==> src/rtl/core_mem_arbiter_if.sv <==
// Bus bundle for core_mem_arbiter: fetch requester, data requester and the
// single-port memory side, plus the sticky bus-error flag.
// slave  : the arbiter's view (serves requesters, drives the memory).
// master : the environment's view (requesters and memory model).
interface core_mem_arbiter_if #(
    parameter int unsigned AWIDTH = 32,
    parameter int unsigned DWIDTH = 32
);
    // Instruction fetch side
    logic                  IF_Req;
    logic [AWIDTH-1:0]     IF_Addr;
    logic                  IF_Ack;
    logic                  IF_Rvalid;
    logic [DWIDTH-1:0]     IF_Rdata;

    // Data load/store side
    logic                  D_Req;
    logic                  D_Rd;
    logic [AWIDTH-1:0]     D_Addr;
    logic [DWIDTH-1:0]     D_Wdata;
    logic [DWIDTH/8-1:0]   D_Wstrb;
    logic                  D_Ack;
    logic                  D_Rvalid;
    logic [DWIDTH-1:0]     D_Rdata;

    // Memory side
    logic                  Mem_Req;
    logic                  Mem_Rd;
    logic [AWIDTH-1:0]     Mem_Addr;
    logic [DWIDTH-1:0]     Mem_Wdata;
    logic [DWIDTH/8-1:0]   Mem_Wstrb;
    logic                  Mem_Ready;
    logic                  Mem_Rvalid;
    logic [DWIDTH-1:0]     Mem_Rdata;

    logic                  Bus_Error;

    modport slave (
        input  IF_Req, IF_Addr,
        output IF_Ack, IF_Rvalid, IF_Rdata,
        input  D_Req, D_Rd, D_Addr, D_Wdata, D_Wstrb,
        output D_Ack, D_Rvalid, D_Rdata,
        output Mem_Req, Mem_Rd, Mem_Addr, Mem_Wdata, Mem_Wstrb,
        input  Mem_Ready, Mem_Rvalid, Mem_Rdata,
        output Bus_Error
    );

    modport master (
        output IF_Req, IF_Addr,
        input  IF_Ack, IF_Rvalid, IF_Rdata,
        output D_Req, D_Rd, D_Addr, D_Wdata, D_Wstrb,
        input  D_Ack, D_Rvalid, D_Rdata,
        input  Mem_Req, Mem_Rd, Mem_Addr, Mem_Wdata, Mem_Wstrb,
        output Mem_Ready, Mem_Rvalid, Mem_Rdata,
        input  Bus_Error
    );
endinterface

==> src/rtl/core_mem_arbiter.sv <==
// core_mem_arbiter: shares one single-port memory between instruction fetch
// and data load/store. One transaction outstanding at a time; a read that
// gets no Mem_Rvalid within TIMEOUT cycles sets the sticky Bus_Error.
// Optional: define ARB_ROUND_ROBIN_EN for round-robin grant on contention
// (default build is fixed data-over-fetch priority).
module core_mem_arbiter #(
    parameter int unsigned AWIDTH  = 32,
    parameter int unsigned DWIDTH  = 32,
    parameter int unsigned TIMEOUT = 255
) (
    input  logic                      Clk_Core,
    input  logic                      Rst_Core_N,
    core_mem_arbiter_if.slave         bus
);

    localparam int unsigned SWIDTH = DWIDTH / 8;
    localparam int unsigned CWIDTH = (TIMEOUT > 0) ? $clog2(TIMEOUT + 1) : 1;
    localparam logic [CWIDTH-1:0] TimeoutVal = CWIDTH'(TIMEOUT);

    typedef enum logic [1:0] {StIdle, StReq, StResp} state_e;

    state_e              state_q;
    logic                owner_q;   // 1 = data port, 0 = fetch port
    logic                rd_q;
    logic [AWIDTH-1:0]   addr_q;
    logic [DWIDTH-1:0]   wdata_q;
    logic [SWIDTH-1:0]   wstrb_q;
    logic [CWIDTH-1:0]   cnt_q;
    logic [CWIDTH-1:0]   cnt_inc;
    logic                if_rvalid_q;
    logic                d_rvalid_q;
    logic [DWIDTH-1:0]   if_rdata_q;
    logic [DWIDTH-1:0]   d_rdata_q;
    logic                bus_error_q;
    logic                grant_data;
    logic                timeout_hit;
`ifdef ARB_ROUND_ROBIN_EN
    logic                last_grant_q;  // 1 = data was granted last
`endif

    // Pick the winner of the IDLE-cycle arbitration.
    always_comb begin
        grant_data = bus.D_Req;
`ifdef ARB_ROUND_ROBIN_EN
        if (bus.D_Req && bus.IF_Req) begin
            grant_data = ~last_grant_q;
        end
`endif
    end

    // Response-wait counter increment and timeout detection.
    always_comb begin
        cnt_inc     = cnt_q + 1'b1;
        timeout_hit = (TIMEOUT != 0) && (cnt_inc == TimeoutVal);
    end

    // Arbiter FSM with latched request fields and registered responses.
    always_ff @(posedge Clk_Core or negedge Rst_Core_N) begin
        if (!Rst_Core_N) begin
            state_q      <= StIdle;
            owner_q      <= 1'b1;
            rd_q         <= 1'b0;
            addr_q       <= '0;
            wdata_q      <= '0;
            wstrb_q      <= '0;
            cnt_q        <= '0;
            if_rvalid_q  <= 1'b0;
            d_rvalid_q   <= 1'b0;
            if_rdata_q   <= '0;
            d_rdata_q    <= '0;
            bus_error_q  <= 1'b0;
`ifdef ARB_ROUND_ROBIN_EN
            last_grant_q <= 1'b1;
`endif
        end else begin
            if_rvalid_q <= 1'b0;
            d_rvalid_q  <= 1'b0;
            unique case (state_q)
                StIdle: begin
                    if (bus.IF_Req || bus.D_Req) begin
                        owner_q <= grant_data;
                        if (grant_data) begin
                            rd_q    <= bus.D_Rd;
                            addr_q  <= bus.D_Addr;
                            wdata_q <= bus.D_Wdata;
                            // Reads never carry byte enables to memory.
                            wstrb_q <= bus.D_Rd ? '0 : bus.D_Wstrb;
                        end else begin
                            rd_q    <= 1'b1;
                            addr_q  <= bus.IF_Addr;
                            wdata_q <= '0;
                            wstrb_q <= '0;
                        end
`ifdef ARB_ROUND_ROBIN_EN
                        last_grant_q <= grant_data;
`endif
                        state_q <= StReq;
                    end
                end
                StReq: begin
                    if (bus.Mem_Ready) begin
                        cnt_q   <= '0;
                        state_q <= rd_q ? StResp : StIdle;
                    end
                end
                StResp: begin
                    if (bus.Mem_Rvalid) begin
                        if (owner_q) begin
                            d_rvalid_q <= 1'b1;
                            d_rdata_q  <= bus.Mem_Rdata;
                        end else begin
                            if_rvalid_q <= 1'b1;
                            if_rdata_q  <= bus.Mem_Rdata;
                        end
                        state_q <= StIdle;
                    end else begin
                        cnt_q <= cnt_inc;
                        if (timeout_hit) begin
                            // Give the requester a zero response so it never stalls.
                            bus_error_q <= 1'b1;
                            if (owner_q) begin
                                d_rvalid_q <= 1'b1;
                                d_rdata_q  <= '0;
                            end else begin
                                if_rvalid_q <= 1'b1;
                                if_rdata_q  <= '0;
                            end
                            state_q <= StIdle;
                        end
                    end
                end
                default: state_q <= StIdle;
            endcase
        end
    end

    // Memory-side drive and same-cycle acknowledge on acceptance.
    assign bus.Mem_Req   = (state_q == StReq);
    assign bus.Mem_Rd    = rd_q;
    assign bus.Mem_Addr  = addr_q;
    assign bus.Mem_Wdata = wdata_q;
    assign bus.Mem_Wstrb = wstrb_q;

    assign bus.IF_Ack    = (state_q == StReq) && bus.Mem_Ready && !owner_q;
    assign bus.D_Ack     = (state_q == StReq) && bus.Mem_Ready && owner_q;
    assign bus.IF_Rvalid = if_rvalid_q;
    assign bus.IF_Rdata  = if_rdata_q;
    assign bus.D_Rvalid  = d_rvalid_q;
    assign bus.D_Rdata   = d_rdata_q;
    assign bus.Bus_Error = bus_error_q;

endmodule
==> src/flat_wrapper.sv <==
// flat-port wrapper written by rule: the top's interface ports become plain ports
module core_mem_arbiter_flat 
#(
    parameter int unsigned AWIDTH  = 32,
    parameter int unsigned DWIDTH  = 32,
    parameter int unsigned TIMEOUT = 255
)
  (Clk_Core, Rst_Core_N, bus_IF_Req, bus_IF_Addr, bus_IF_Ack, bus_IF_Rvalid, bus_IF_Rdata, bus_D_Req, bus_D_Rd, bus_D_Addr, bus_D_Wdata, bus_D_Wstrb, bus_D_Ack, bus_D_Rvalid, bus_D_Rdata, bus_Mem_Req, bus_Mem_Rd, bus_Mem_Addr, bus_Mem_Wdata, bus_Mem_Wstrb, bus_Mem_Ready, bus_Mem_Rvalid, bus_Mem_Rdata, bus_Bus_Error);
  core_mem_arbiter_if #(.AWIDTH(AWIDTH), .DWIDTH(DWIDTH)) bus_i ();
  input  logic Clk_Core;
  input  logic Rst_Core_N;
  input wire logic [$bits(bus_i.IF_Req)-1:0] bus_IF_Req;
  input wire logic [$bits(bus_i.IF_Addr)-1:0] bus_IF_Addr;
  output wire logic [$bits(bus_i.IF_Ack)-1:0] bus_IF_Ack;
  output wire logic [$bits(bus_i.IF_Rvalid)-1:0] bus_IF_Rvalid;
  output wire logic [$bits(bus_i.IF_Rdata)-1:0] bus_IF_Rdata;
  input wire logic [$bits(bus_i.D_Req)-1:0] bus_D_Req;
  input wire logic [$bits(bus_i.D_Rd)-1:0] bus_D_Rd;
  input wire logic [$bits(bus_i.D_Addr)-1:0] bus_D_Addr;
  input wire logic [$bits(bus_i.D_Wdata)-1:0] bus_D_Wdata;
  input wire logic [$bits(bus_i.D_Wstrb)-1:0] bus_D_Wstrb;
  output wire logic [$bits(bus_i.D_Ack)-1:0] bus_D_Ack;
  output wire logic [$bits(bus_i.D_Rvalid)-1:0] bus_D_Rvalid;
  output wire logic [$bits(bus_i.D_Rdata)-1:0] bus_D_Rdata;
  output wire logic [$bits(bus_i.Mem_Req)-1:0] bus_Mem_Req;
  output wire logic [$bits(bus_i.Mem_Rd)-1:0] bus_Mem_Rd;
  output wire logic [$bits(bus_i.Mem_Addr)-1:0] bus_Mem_Addr;
  output wire logic [$bits(bus_i.Mem_Wdata)-1:0] bus_Mem_Wdata;
  output wire logic [$bits(bus_i.Mem_Wstrb)-1:0] bus_Mem_Wstrb;
  input wire logic [$bits(bus_i.Mem_Ready)-1:0] bus_Mem_Ready;
  input wire logic [$bits(bus_i.Mem_Rvalid)-1:0] bus_Mem_Rvalid;
  input wire logic [$bits(bus_i.Mem_Rdata)-1:0] bus_Mem_Rdata;
  output wire logic [$bits(bus_i.Bus_Error)-1:0] bus_Bus_Error;
  assign bus_i.IF_Req = bus_IF_Req;
  assign bus_i.IF_Addr = bus_IF_Addr;
  assign bus_IF_Ack = bus_i.IF_Ack;
  assign bus_IF_Rvalid = bus_i.IF_Rvalid;
  assign bus_IF_Rdata = bus_i.IF_Rdata;
  assign bus_i.D_Req = bus_D_Req;
  assign bus_i.D_Rd = bus_D_Rd;
  assign bus_i.D_Addr = bus_D_Addr;
  assign bus_i.D_Wdata = bus_D_Wdata;
  assign bus_i.D_Wstrb = bus_D_Wstrb;
  assign bus_D_Ack = bus_i.D_Ack;
  assign bus_D_Rvalid = bus_i.D_Rvalid;
  assign bus_D_Rdata = bus_i.D_Rdata;
  assign bus_Mem_Req = bus_i.Mem_Req;
  assign bus_Mem_Rd = bus_i.Mem_Rd;
  assign bus_Mem_Addr = bus_i.Mem_Addr;
  assign bus_Mem_Wdata = bus_i.Mem_Wdata;
  assign bus_Mem_Wstrb = bus_i.Mem_Wstrb;
  assign bus_i.Mem_Ready = bus_Mem_Ready;
  assign bus_i.Mem_Rvalid = bus_Mem_Rvalid;
  assign bus_i.Mem_Rdata = bus_Mem_Rdata;
  assign bus_Bus_Error = bus_i.Bus_Error;
  core_mem_arbiter #(.AWIDTH(AWIDTH), .DWIDTH(DWIDTH), .TIMEOUT(TIMEOUT)) u_core (.Clk_Core(Clk_Core), .Rst_Core_N(Rst_Core_N), .bus(bus_i));
endmodule
==> config.mk <==
export PLATFORM = sky130hd
export DESIGN_NAME = core_mem_arbiter_flat
export DESIGN_NICKNAME = d
export VERILOG_FILES = /design/src/rtl/core_mem_arbiter_if.sv /design/src/rtl/core_mem_arbiter.sv /design/src/flat_wrapper.sv
export SDC_FILE = /design/constraint.sdc
export NUM_CORES = 1
export LEC_CHECK = 0
export ABC_AREA = 1
export BUFFER_PORTS_ARGS = -buffer_cell sky130_fd_sc_hd__buf_2
export CORE_UTILIZATION = 47
export CTS_BUF_LIST = sky130_fd_sc_hd__clkbuf_8 sky130_fd_sc_hd__clkbuf_16
export DETAILED_ROUTE_END_ITERATION = 16
export PLACE_DENSITY = 0.91
export SYNTH_ARGS = -nofsm -noshare
export SYNTH_HDL_FRONTEND = slang
export SYNTH_SLANG_ARGS = --single-unit
==> constraint.sdc <==
create_clock -name Clk_Core -period 2.3 [get_ports Clk_Core]
set_input_delay 0.345 -clock Clk_Core [delete_from_list [all_inputs] [get_ports Clk_Core]]
set_output_delay 0.345 -clock Clk_Core [all_outputs]
set_load 0.1 [all_outputs]
==> results <==
- The worst setup path is captured at a primary output.
- The number of pins exceeding their max-slew limit in the final report came to 0.
- Traced cell by cell, the critical path runs through inv_1 > nor2_4 > nand2_1 > nor2_4 > clkbuf_4.
- The initial utilization of the core area, before any placement, comes to 48.36%.
- The register-to-register setup slack is 0.21 ns.
- The global placement routability congestion is 0.8418.
- In this run the critical register-to-register path is captured at u_core.bus.D_Rdata[20]$_DFFE_PN0P_.
- The flow ran to the end, and the final reports show no timing, DRC or antenna violations.
- The H-tree was split into 4 levels.
- Setup repair after global routing left no endpoint under its margin.
- The average routed wire per standard cell is 16.20 um.
- The required time reported for the critical path endpoint is 1.96 ns.
- The gate count of the mapped netlist is 640.
- Of the synthesized area, sequential elements account for 60.29%.
- The category of the worst setup path launch point is a flip-flop.
- The post-CTS clock slew at the launch and capture registers of the worst setup and hold paths is 0.06 ns.
- For this run, global-route usage on met1 was measured as 31.16%.
- The maximum net fanout on the critical path is 4.
- The end of the worst hold path is u_core.bus.Mem_Wstrb[0]$_DFFE_PN0P_.
- The buffer cell driving the clock tree root is clkbuf_16.
- For this run, design rule violations remaining after detail routing come to 0.
- The number of global-route vias before repair came to 5334.
- The final hold violation count is 0.
- The summed instance area of the synthesized netlist is 6103 um^2.
- The fill cell total of the finished layout is 971.
- Setup violations remaining at the end of the flow were counted as 0.
- The largest single stage delay on the critical path is 0.41 ns.
- In this run the worst hold path is classified as input port to flip-flop.
- The largest total area in the synthesized netlist belongs to dfrtp_1.
- The library cells used most frequently in the layout, excluding fill and tap cells, are 274 x buf_2, 217 x nand2_1, 146 x dfrtp_1.
- The number of port buffers is 277.
- The first TritonRoute pass finished after 6 iterations.
- The post-route clock period utilization is 92.43%.
- Averaged over all synthesized cells, the footprint is 9.536 um^2.
- The peak-usage layer in the global routing report is met2.
- The number of cells traversed by the worst register-to-register path is 10.
- In the routed layout, each cell is associated on average with a via count of 5.355.
- At the end of the flow, the number of nets in the layout was 1044.
- The worst hold path was traced through 2 stages.
- The library cell used most frequently in the layout, excluding fill and tap cells, is buf_2.
- The kind of critical path is flip-flop to primary output.
- In this run the tightest slew margin relative to its limit is 57.18%.
- Global routing consumed, on the met2 layer, 45.28% of the routing resources.
- Entering global routing, the biggest net connects 68 pins.
- The first global-routing pass estimated 27.08 mm of wire.
- The number of buffers created by CTS is 17.
- The ratio of cells with drive above 1 in the final layout is 36.68%.
- The maximum operating frequency is 0.4704 GHz.
- The die span in x is 116.0 um.
- The minimum period implied by the final worst setup slack is 2.126 ns.
- The endpoint arrival time on the critical path is 1.78 ns.
- Compared with the post-synthesis result, the final layout area differs by 36.76%.
- By area the synthesized netlist is led by dfrtp_1 60%, nand2_1 13%, nand4_1 6.7%, a22o_1 5.2%, a31oi_1 3.3%.
- The routing usage on met3 is 6.799%.
- The transition time at the pin with the least slew margin is 0.6422 ns.
- After routing the design area is 8347 um^2.
- TritonCTS built the clock tree.
- The combined global-route utilization of all metal layers is 26.67%.
- The number of library cell types mapped by synthesis is 26.
- The die covers 13450 um^2.
- The initial antenna violation count came to 2.
- The start of the worst register-to-register path is u_core.cnt_q[0]$_DFFE_PN0P_.
- The core region is 12620 um^2.
- The number of I/O pins is 278.
- For this run the aggregate overflow at the end of global routing stands at 0.
- The cell with the biggest individual delay on the critical path is dfrtp_1.
- The longest clock path from root to sink contains 2 buffers.
- The total half-perimeter wirelength after legalization and detailed placement is 12.44 mm.
- The via count of the routed design is 5837.
- The area share of the leading cell type in the synthesized netlist is 59.86%.
- The final wirelength is 17.66 mm.
- For the final database, setup skew stands at 0.008617 ns.
- The max capacitance violation total is 0.
- The clock sink count is 147.
- The number of rows in the core area is 41.
- By instance count, the cell type seen most on the critical path is nor2_4.
- The number of nets handed over by synthesis was 781.
- The startpoint identified for the worst hold timing path is bus_D_Wstrb[0].
- The clock latency on the worst-skew pair is 0.42 ns.
- The Yosys warning count is 0.
- The count of nets left with antenna violations once routing finished came out at 0.
- The vertical die dimension is 116.0 um.
- Counting flops and latches in the post-synthesis netlist gives 147.
- In the final timing run, aggregate negative setup slack is 0 ns.
- The post-place instance area is 7655 um^2.
- The post-route worst hold slack is 0.1483 ns.
- The DRC marker count from the first detailed-route iteration is 528.
==> registers in the layout, indices dropped and copies added, names as in the netlist <==
name,cells
u_core.bus.Mem_Wstrb,4
u_core.owner_q,1
u_core.state_q,2
u_core.bus.Mem_Wdata,32
u_core.bus.Mem_Rd,1
u_core.bus.D_Rdata,32
u_core.cnt_q,8
u_core.bus.D_Rvalid,1
u_core.bus.IF_Rvalid,1
u_core.bus.IF_Rdata,32
u_core.bus.Mem_Addr,32
u_core.bus.Bus_Error,1
==> kinds of logic after synthesis <==
kind of cell	Yosys count	synth area share, %
adders and majority gates	2	0.4099
and+or+nand+nor	342	24.42
DFF	147	60.29
AOI/OAI and AO/OA	83	9.922
buffers and inverters	66	4.961
==> how the worst max path moves through the flow <==
stage / startpoint / endpoint / depth (start not counted)
after detailed placement: u_core.cnt_q[0]$_DFFE_PN0P_ / u_core.bus.D_Rdata[20]$_DFFE_PN0P_ / 10
after floorplan: u_core.state_q[0]$_DFFE_PN0P_ / bus_D_Ack / 4
after global placement: u_core.cnt_q[0]$_DFFE_PN0P_ / u_core.bus.IF_Rdata[30]$_DFFE_PN0P_ / 11
after global routing: u_core.cnt_q[0]$_DFFE_PN0P_ / u_core.bus.D_Rdata[1]$_DFFE_PN0P_ / 10
final: u_core.state_q[0]$_DFFE_PN0P_ / bus_IF_Ack / 5
after CTS: u_core.state_q[0]$_DFFE_PN0P_ / bus_IF_Ack / 5
==> stage by stage <==
step | setup slack, ns | util [%] | std cells
after floorplan | 0.1646 | - | 640
after global placement | 0.3468 | 60.66 | 1055
after detailed placement | 0.2516 | 60.66 | 1055
after CTS | 0.02746 | 66.08 | 1088
after global routing | 0.006367 | 66.14 | 1090
final | 0.1741 | 66.14 | 1090
==> layout make-up <==
cell class / count / area, um^2 / share of cell area [%]
multi-input cells: 427 / 2158 / 25.86
diodes: 2 / 5.005 / 0.05996
clock inverters: 13 / 221.5 / 2.653
repair buffers: 291 / 1543 / 18.48
flip-flops and latches: 147 / 3680 / 44.09
well taps: 172 / 215.2 / 2.578
inverters: 19 / 71.32 / 0.8544
clock buffers: 19 / 452.9 / 5.426
==> per-layer routing <==
layer	part of all wire, %	wire length, um	vias to the layer above
met3	7.4	1311	39
met1	39	6858	2788
li1	-	-	2720
met2	50	8849	290
met5	0	0	-
met4	3.6	640	0
==> cell usage after synthesis (all sizes together) <==
| cell type | number |
|---|---|
| a21oi | 2 |
| a22o | 36 |
| a31oi | 32 |
| buf | 19 |
| clkbuf | 28 |
| clkinv | 1 |
| dfrtp | 146 |
| dfstp | 1 |
| ha | 2 |
| inv | 18 |
| nand2 | 219 |
| nand3 | 6 |
| nand4 | 65 |
| nor2 | 51 |
| nor3 | 1 |
| o21ai | 6 |
| o21bai | 1 |
| o22ai | 4 |
| o32ai | 1 |
| o41ai | 1 |
==> worst max-delay path: cells and delay by family, from the launching register on <==
| kind | cells | cell delay (ns) |
|---|---|---|
| buf+inv | 2 | 0.44 |
| flops | 1 | 0.41 |
| simple gates | 3 | 0.52 |
==> repair_timing <==
| action | 4_1_cts | 5_1_grt |
|---|---|---|
| hold buffers | 1 | 0 |
| setup buffers | 0 | 0 |
| setup endpoints to repair | 0 | 1 |
| hold endpoints to repair | 32 | 0 |
| resized for setup | 0 | 1 |
Power is left out: the tool's default activity adds up to more than one toggle a clock period on the data nets, which glitch-free logic cannot reach.
